<file path="src/rtl/obi_mgr_pkg.sv">
// obi_mgr_pkg: shared state encoding and helpers for the byte-enabled OBI manager.
package obi_mgr_pkg;

    typedef enum logic [1:0] {
        IDLE = 2'b00,
        ADDR = 2'b01,
        RESP = 2'b10,
        DONE = 2'b11
    } obi_state_e;

    function automatic logic is_active(input obi_state_e s);
        return (s == ADDR) || (s == RESP);
    endfunction

endpackage

</file>
<file path="src/rtl/obi_sat_counter.sv">
// obi_sat_counter: clearable up-counter that sticks at its all-ones value.
module obi_sat_counter #(
    parameter int unsigned LAT_WIDTH = 8
) (
    input  logic                 clk_i,
    input  logic                 reset_ni,
    input  logic                 clear_i,
    input  logic                 enable_i,
    output logic [LAT_WIDTH-1:0] count_o
);

    always_ff @(posedge clk_i or negedge reset_ni) begin
        if (!reset_ni)
            count_o <= '0;
        else if (clear_i)
            count_o <= '0;
        else if (enable_i && !(&count_o))
            count_o <= count_o + 1'b1;
    end

endmodule

</file>
<file path="src/rtl/obi_manager_be.sv">
// obi_manager_be: single-outstanding OBI manager bridging a client valid/ready
// command/response pair onto the A and R channels, with per-transaction latency.
module obi_manager_be
    import obi_mgr_pkg::*;
#(
    parameter int unsigned ADDR_WIDTH = 32,
    parameter int unsigned DATA_WIDTH = 32,
    parameter int unsigned LAT_WIDTH  = 8
) (
    input  logic                    clk_i,
    input  logic                    reset_ni,
    input  logic                    cmd_valid_i,
    output logic                    cmd_ready_o,
    input  logic                    cmd_we_i,
    input  logic [ADDR_WIDTH-1:0]   cmd_addr_i,
    input  logic [DATA_WIDTH/8-1:0] cmd_be_i,
    input  logic [DATA_WIDTH-1:0]   cmd_wdata_i,
    output logic                    rsp_valid_o,
    input  logic                    rsp_ready_i,
    output logic [DATA_WIDTH-1:0]   rsp_rdata_o,
    output logic                    rsp_err_o,
    output logic [LAT_WIDTH-1:0]    rsp_lat_o,
    output logic                    obi_req_o,
    input  logic                    obi_gnt_i,
    output logic [ADDR_WIDTH-1:0]   obi_addr_o,
    output logic                    obi_we_o,
    output logic [DATA_WIDTH/8-1:0] obi_be_o,
    output logic [DATA_WIDTH-1:0]   obi_wdata_o,
    input  logic                    obi_rvalid_i,
    output logic                    obi_rready_o,
    input  logic [DATA_WIDTH-1:0]   obi_rdata_i,
    input  logic                    obi_err_i
);

    localparam int unsigned BE_WIDTH = DATA_WIDTH / 8;

    typedef struct packed {
        logic [ADDR_WIDTH-1:0] addr;
        logic                  we;
        logic [BE_WIDTH-1:0]   be;
        logic [DATA_WIDTH-1:0] wdata;
    } a_chan_t;

    typedef struct packed {
        logic [DATA_WIDTH-1:0] rdata;
        logic                  err;
    } rsp_t;

    obi_state_e state_q, state_d;
    a_chan_t    a_q;
    rsp_t       rsp_q;
    logic       cmd_ready_q, req_q, rready_q, rsp_valid_q;
    logic       cmd_hs;

    // Handshake only on the registered ready, so nothing is taken in the first cycle after reset.
    assign cmd_hs = cmd_ready_q && cmd_valid_i;

    always_comb begin
        state_d = state_q;
        case (state_q)
            IDLE:    if (cmd_hs)       state_d = ADDR;
            ADDR:    if (obi_gnt_i)    state_d = RESP;
            RESP:    if (obi_rvalid_i) state_d = DONE;
            DONE:    if (rsp_ready_i)  state_d = IDLE;
            default: state_d = IDLE;
        endcase
    end

    // Status outputs are registered from the next state to keep them glitch-free Moore outputs.
    always_ff @(posedge clk_i or negedge reset_ni) begin
        if (!reset_ni) begin
            state_q     <= IDLE;
            cmd_ready_q <= 1'b0;
            req_q       <= 1'b0;
            rready_q    <= 1'b0;
            rsp_valid_q <= 1'b0;
            a_q         <= '0;
            rsp_q       <= '0;
        end else begin
            state_q     <= state_d;
            cmd_ready_q <= (state_d == IDLE);
            req_q       <= (state_d == ADDR);
            rready_q    <= (state_d == RESP);
            rsp_valid_q <= (state_d == DONE);
            if (cmd_hs) begin
                a_q.addr  <= cmd_addr_i;
                a_q.we    <= cmd_we_i;
                a_q.be    <= cmd_be_i;
                a_q.wdata <= cmd_we_i ? cmd_wdata_i : '0;
            end
            if (state_q == RESP && obi_rvalid_i) begin
                rsp_q.rdata <= a_q.we ? '0 : obi_rdata_i;
                rsp_q.err   <= obi_err_i;
            end
        end
    end

    // The counter stops once the state leaves RESP, so its value is the frozen latency in DONE.
    obi_sat_counter #(
        .LAT_WIDTH(LAT_WIDTH)
    ) u_lat (
        .clk_i   (clk_i),
        .reset_ni(reset_ni),
        .clear_i (cmd_hs),
        .enable_i(is_active(state_q)),
        .count_o (rsp_lat_o)
    );

    assign cmd_ready_o  = cmd_ready_q;
    assign obi_req_o    = req_q;
    assign obi_rready_o = rready_q;
    assign rsp_valid_o  = rsp_valid_q;
    assign obi_addr_o   = a_q.addr;
    assign obi_we_o     = a_q.we;
    assign obi_be_o     = a_q.be;
    assign obi_wdata_o  = a_q.wdata;
    assign rsp_rdata_o  = rsp_q.rdata;
    assign rsp_err_o    = rsp_q.err;

endmodule

</file>
<file path="config.mk">
export PLATFORM = sky130hd
export DESIGN_NAME = obi_manager_be
export DESIGN_NICKNAME = d
export VERILOG_FILES = /design/src/rtl/obi_mgr_pkg.sv /design/src/rtl/obi_sat_counter.sv /design/src/rtl/obi_manager_be.sv
export SDC_FILE = /design/constraint.sdc
export NUM_CORES = 1
export LEC_CHECK = 0
export BUFFER_PORTS_ARGS = -buffer_cell sky130_fd_sc_hd__buf_2
export CAP_MARGIN = 20
export CORE_ASPECT_RATIO = 1.1
export CORE_MARGIN = 5
export CORE_UTILIZATION = 47
export CTS_BUF_LIST = sky130_fd_sc_hd__clkbuf_4 sky130_fd_sc_hd__clkbuf_8 sky130_fd_sc_hd__clkbuf_16
export DETAILED_ROUTE_END_ITERATION = 7
export GPL_TIMING_DRIVEN = 0
export PLACE_DENSITY = 0.86
export RECOVER_POWER = 50
export SLEW_MARGIN = 30
export SYNTH_ARGS = -nofsm -noshare
export SYNTH_HDL_FRONTEND = slang
export SYNTH_SLANG_ARGS = --single-unit
</file>
<file path="constraint.sdc">
create_clock -name clk_i -period 1.93 [get_ports clk_i]
set_input_delay 0.0965 -clock clk_i [delete_from_list [all_inputs] [get_ports clk_i]]
set_output_delay 0.0965 -clock clk_i [all_outputs]
set_load 0.02 [all_outputs]
</file>
======== Yosys cells after proc, flatten, opt, wreduce, memory -nomap -nowiden ========
Index checks and enable logic that the tools add are counted.
word-level totals
  logic and storage cells ................. 37
  input bits .............................. 108
  register bits ........................... 116
operators by class
  $add $sub $neg .......................... 1
  eq/ne operators ......................... 6
  muxes and demuxes ....................... 9
  reduce and logical (&&, ||, !) cells .... 9
operator list
  kind                                                             count
  32-bit 2-to-1 mux                                                2
  8-bit 2-to-1 mux                                                 2
  8-bit by 1-bit adder with 8-bit output, second input constant    1
  2-bit == test, second input constant                             4
  2-bit 2-to-1 mux                                                 4
  2-bit one-hot mux with 4 select lines                            1
  8-bit AND reduction                                              1
  2-bit by 1-bit == test with 1-bit output, second input constant  2
  2-bit zero test                                                  2
  1-bit logical AND                                                3
  2-bit nonzero test                                               1
  1-bit zero test                                                  1
  1-bit logical OR                                                 1

======== Logic depth before layout (Yosys ltp) ========
  depth after elaboration ................. 5
  depth in mapped cells ................... 7

======== By module ========
Synthesis repeated with hierarchy kept, for this count alone.
second synthesis, totals
  cells, all modules ...................... 436
  area total of the unflattened synthesis .. 4,888.4 sq um
modules (own cells, without submodules)
  module           cells an instance  instances  area an instance (sq um)
  obi_manager_be   389                1          4,383.0
  obi_sat_counter  47                 1          505.5

======== Least setup slack after synthesis ========
OpenSTA, ideal clock, no wires.
  kind .................................... register -> register
  start point ............................. reg state_q[0]
  end point ............................... reg u_lat.count_o[6]
  slack ................................... 449 ps
  stages on the path, launching flop included .. 7
  period minus slack after synthesis ...... 1,481 ps
  required time ........................... 1,806 ps
  arrival time ............................ 1,357 ps
  path through ............................ dfrtp_1 > inv_1 > ha_1 > and4_4 > nand3_1 > nor3b_1 > nor3_1
on the way
  word-level cells in the longest chain between the ends .. 4
  elaborated cells between the ends (all ways) .. 5
ends and longest elaborated chain
  what                                                                       RTL line               source
  start, declared                                                            obi_manager_be.sv:49   obi_state_e state_q, state_d;
  start signal, assigned                                                     obi_manager_be.sv:80   state_q <= state_d;
  2-bit by 1-bit == test with 1-bit output or 2-bit == test (tied branches)  obi_mgr_pkg.sv:12      return (s == ADDR) || (s == RESP);
  1-bit logical OR (*)                                                       obi_mgr_pkg.sv:12
  1-bit logical AND (*)                                                      obi_sat_counter.sv:17  else if (enable_i && !(&count_o))
  2-bit nonzero test (no source line) (*)                                    --
  end signal, assigned                                                       obi_sat_counter.sv:18  count_o <= count_o + 1'b1;
  end, declared                                                              obi_sat_counter.sv:9   output logic [LAT_WIDTH-1:0] count_o
Mark *: on every way between the ends. The rest lies on a longest branch, timed or not.
A chain may end at the register's enable or synchronous reset.

======== Worst setup path after layout ========
  start point ............................. reg state_q[0]
  end point ............................... reg rsp_q, in the netlist rsp_rdata_o[21]
on the way
  word-level cells in the longest chain between the ends .. 2
ends and longest elaborated chain
  what               RTL line              source
  2-bit == test      obi_manager_be.sv:91  if (state_q == RESP && obi_rvalid_i) begin
  1-bit logical AND  obi_manager_be.sv:91
  end, declared      obi_manager_be.sv:51  rsp_t rsp_q;
No other way between the ends.

==> run metrics <==
DRC Markers=0; max-cap viol count=0; synth unique cells=31; crit-path max cell delay=0.41 ns; power per cell area=1670 nW/um^2; Pwr Total=0.0129 W; Seq pwr share=0.332; Final Hold Vio Count=0; number of placement rows=38; Rel. slew slack=0.201; drt pass-1 iters=5; met3 WL=1470 um; peak supply drop=0.00106 V; first-pass GRT wire length=29,100 um; htree depth=4; Tot GR Track Use=0.310; largest net degree at the start of global routing=89; top-area cell type share of the netlist area=0.608; CTS Root Cell=clkbuf_8; Cells after Synth=508; Netlist Area Pre-Place=4770 um^2; worst path cell trace=inv_1 -> ha_1 -> nand2_1 -> buf_2 -> clkbuf_1 -> o21ai_0; first-iteration detailed-routing DRC count=350; post-synth top area cell=dfrtp_1; Crit Reg-Reg Startpoint=state_q[0]$_DFF_PN0_; Worst path slowest cell=dfrtp_1; via count=5,310; core area=9890 um^2; hold slack final=0.0276 ns; Avg Vias per Cell=5.36; clock network power share=0.270; # clock sinks=116; top cells by area, synth=dfrtp_1 (61%), nand2_1 (17%), nand2b_1 (4.3%); Area Overhead vs Synth=61.6%; CTS tree=yes; Avg Cell Area, Syn=9.39 um^2; ys flop type=dfrtp_1; Reg2Reg Setup Slack=0.13 ns; cts bufs inserted=17; vias in the first global route=5,685; Commonest cells post-synth=nand2_1 (212), dfrtp_1 (116), o21ai_0 (37); Yosys warnings=0; min Tclk post-route=1.80 ns; I/O Pins=222; Int Power=0.00757 W; Setup crit end kind=register; highest routed layer=met4; chip width=106 um; CP Max Fanout=10; routed wire length=18,500 um; fin crit share=0.933; Fill cells=612; CP Launch Type=register; synthesis-stage register bit count=116; RR Endpoint=rsp_rdata_o[21]$_DFFE_PN0P_; Die Area=12,300 um^2; syn_nets=622; asr flop ratio synth=1.00; Max Slew Vio Count=0; status=finished clean; Post-synth EDFFs=0; initial antenna violation count=3; crit path kind=reg -> reg; Final ANT Viol Nets=0; CTS max path bufs=2; DP Wirelength=10,400 um; critical path arrival=2.16 ns; power share of the combinational group=0.398; Port Buf Inserts=220; Final setup violation count=0; die height=116 um; Initial Utilization=0.482; switching pwr=0.00534 W; worst-margin pin slew=1.20 ns; RSZ-0062 raised after global routing=false; most common cell in the synthesized netlist=nand2_1; Final GP Congestion=0.845; Seq/Total Area, Yosys=0.608; worst skew pair latency=0.51 ns; reg2reg path depth=6; Leakage=4.07 nW; CTS clk-pin slew, worst paths=0.06 ns; final net count=969; global route overflow=0; share of cells above drive strength 1=0.256; CP required=2.29 ns; Worst Skew=0.00544 ns; path type of the worst min-delay path=in -> async; fmax=556 MHz; routed wire length on met2=9570 um; drt wl/cell=18.7 um; routed metal-1 wire length=6340 um; Multi-input gate area=1710 um^2; storage element area=2900 um^2; switching portion of total power=0.413
worst max-delay path, delay by kind of cell, from the launching register on:
kind,cells,cell delay (ns)
flip-flops,1,0.41
buffers and inverters,3,0.66
AO/OA/AOI/OAI,1,0.20
AND/OR/NAND/NOR,1,0.13
adder cells (fa/ha/maj),1,0.24
placed cells by master (no fill, tap or decap), types with 2 or more instances in the layout:
cell type        n
clkbuf_1        66
dfrtp_1        116
clkbuf_8         6
nand3_1         36
clkbuf_16       16
and2_1           4
o21ai_0         37
nand4_1          2
diode_2          4
xor2_1           2
bufinv_16        5
clkbuf_4         2
nor2_1           6
a21oi_1          2
a31oi_1          3
nand2b_1        33
buf_2          179
buf_6            2
nor2b_1          3
inv_1            2
dlygate4sd3_1  107
ha_1             6
nor3_1           2
clkinvlp_4       2
nand2_1        212
cell families after synthesis:
logic type	synth area share
and+or+nand+nor	0.277
DFF	0.608
AOI/OAI and AO/OA	0.0603
buffers and inverters	0.0328
adders and majority gates	0.0157
xor gates and xnor gates	0.00367
muxes	0.00236
state kept, by name, summed over array words and instances, names as in the netlist:
register	cells
obi_addr_o	32
obi_wdata_o	32
rsp_rdata_o	32
u_lat.count_o	8
obi_be_o	4
state_q	2
cmd_ready_o	1
obi_req_o	1
obi_rready_o	1
obi_we_o	1
rsp_err_o	1
rsp_valid_o	1
layout make-up:
cell class | count | area share
antenna | 4 | 0.00130
buffer | 30 | 0.0195
clock buffer | 23 | 0.0636
clock inverter | 8 | 0.0221
inverter | 2 | 0.000974
multi-input combinational | 360 | 0.222
sequential | 116 | 0.376
tap | 120 | 0.0195
timing repair buffer | 328 | 0.275
through the flow:
| stage | cells | util | setup slack (ns) | instance area [um^2] | TNS [ns] |
|---|---|---|---|---|---|
| after floorplan | 508 | - | 0.449 | 4770 | 0 |
| after detailed placement | 849 | 0.613 | 0.217 | 6060 | 0 |
| final | 991 | 0.780 | 0.130 | 7710 | 0 |
| after global routing | 990 | 0.779 | 0.0393 | 7710 | 0 |
| after CTS | 987 | 0.788 | 0.203 | 7790 | 0 |
| after global placement | 848 | 0.609 | -0.551 | 6020 | -62.59 |
routing by layer:
layer	vias to the layer above	track usage
li1	2328	-
met1	2538	0.315
met2	345	0.551
met3	99	0.0875
met4	0	0.218
met5	-	0
power by group through the flow:
stage          Clock, W  Sequential (W)  Combinational, W
3_5_place_dp          0         0.00420           0.00491
4_1_cts         0.00349         0.00418           0.00511
5_1_grt         0.00366         0.00440           0.00553
6_report        0.00349         0.00428           0.00514
3_3_place_gp          0         0.00414           0.00472
2_1_floorplan         0         0.00548           0.00169
how the worst max path moves through the flow:
stage | start | cells after the start | to | slack [ns]
finish | state_q[0]$_DFF_PN0_ | 6 | rsp_rdata_o[21]$_DFFE_PN0P_ | 0.13
detailed placement | state_q[0]$_DFF_PN0_ | 6 | rsp_rdata_o[25]$_DFFE_PN0P_ | 0.22
global placement | reset_ni | 1 | rsp_valid_o$_DFF_PN0_ | -0.55
CTS | state_q[0]$_DFF_PN0_ | 6 | rsp_rdata_o[25]$_DFFE_PN0P_ | 0.20
floorplan | state_q[0]$_DFF_PN0_ | 6 | u_lat.count_o[6]$_DFFE_PN0P_ | 0.45
global route | state_q[0]$_DFF_PN0_ | 6 | rsp_rdata_o[21]$_DFFE_PN0P_ | 0.04
timing repair:
action                                  CTS  global route
endpoints found under the hold margin   219             0
hold buffers                            107             0
resized for setup                         0             2
buffers inserted                          0             0
endpoints found under the setup margin    0             1
Note: power is estimated with default switching activity, not from simulation.
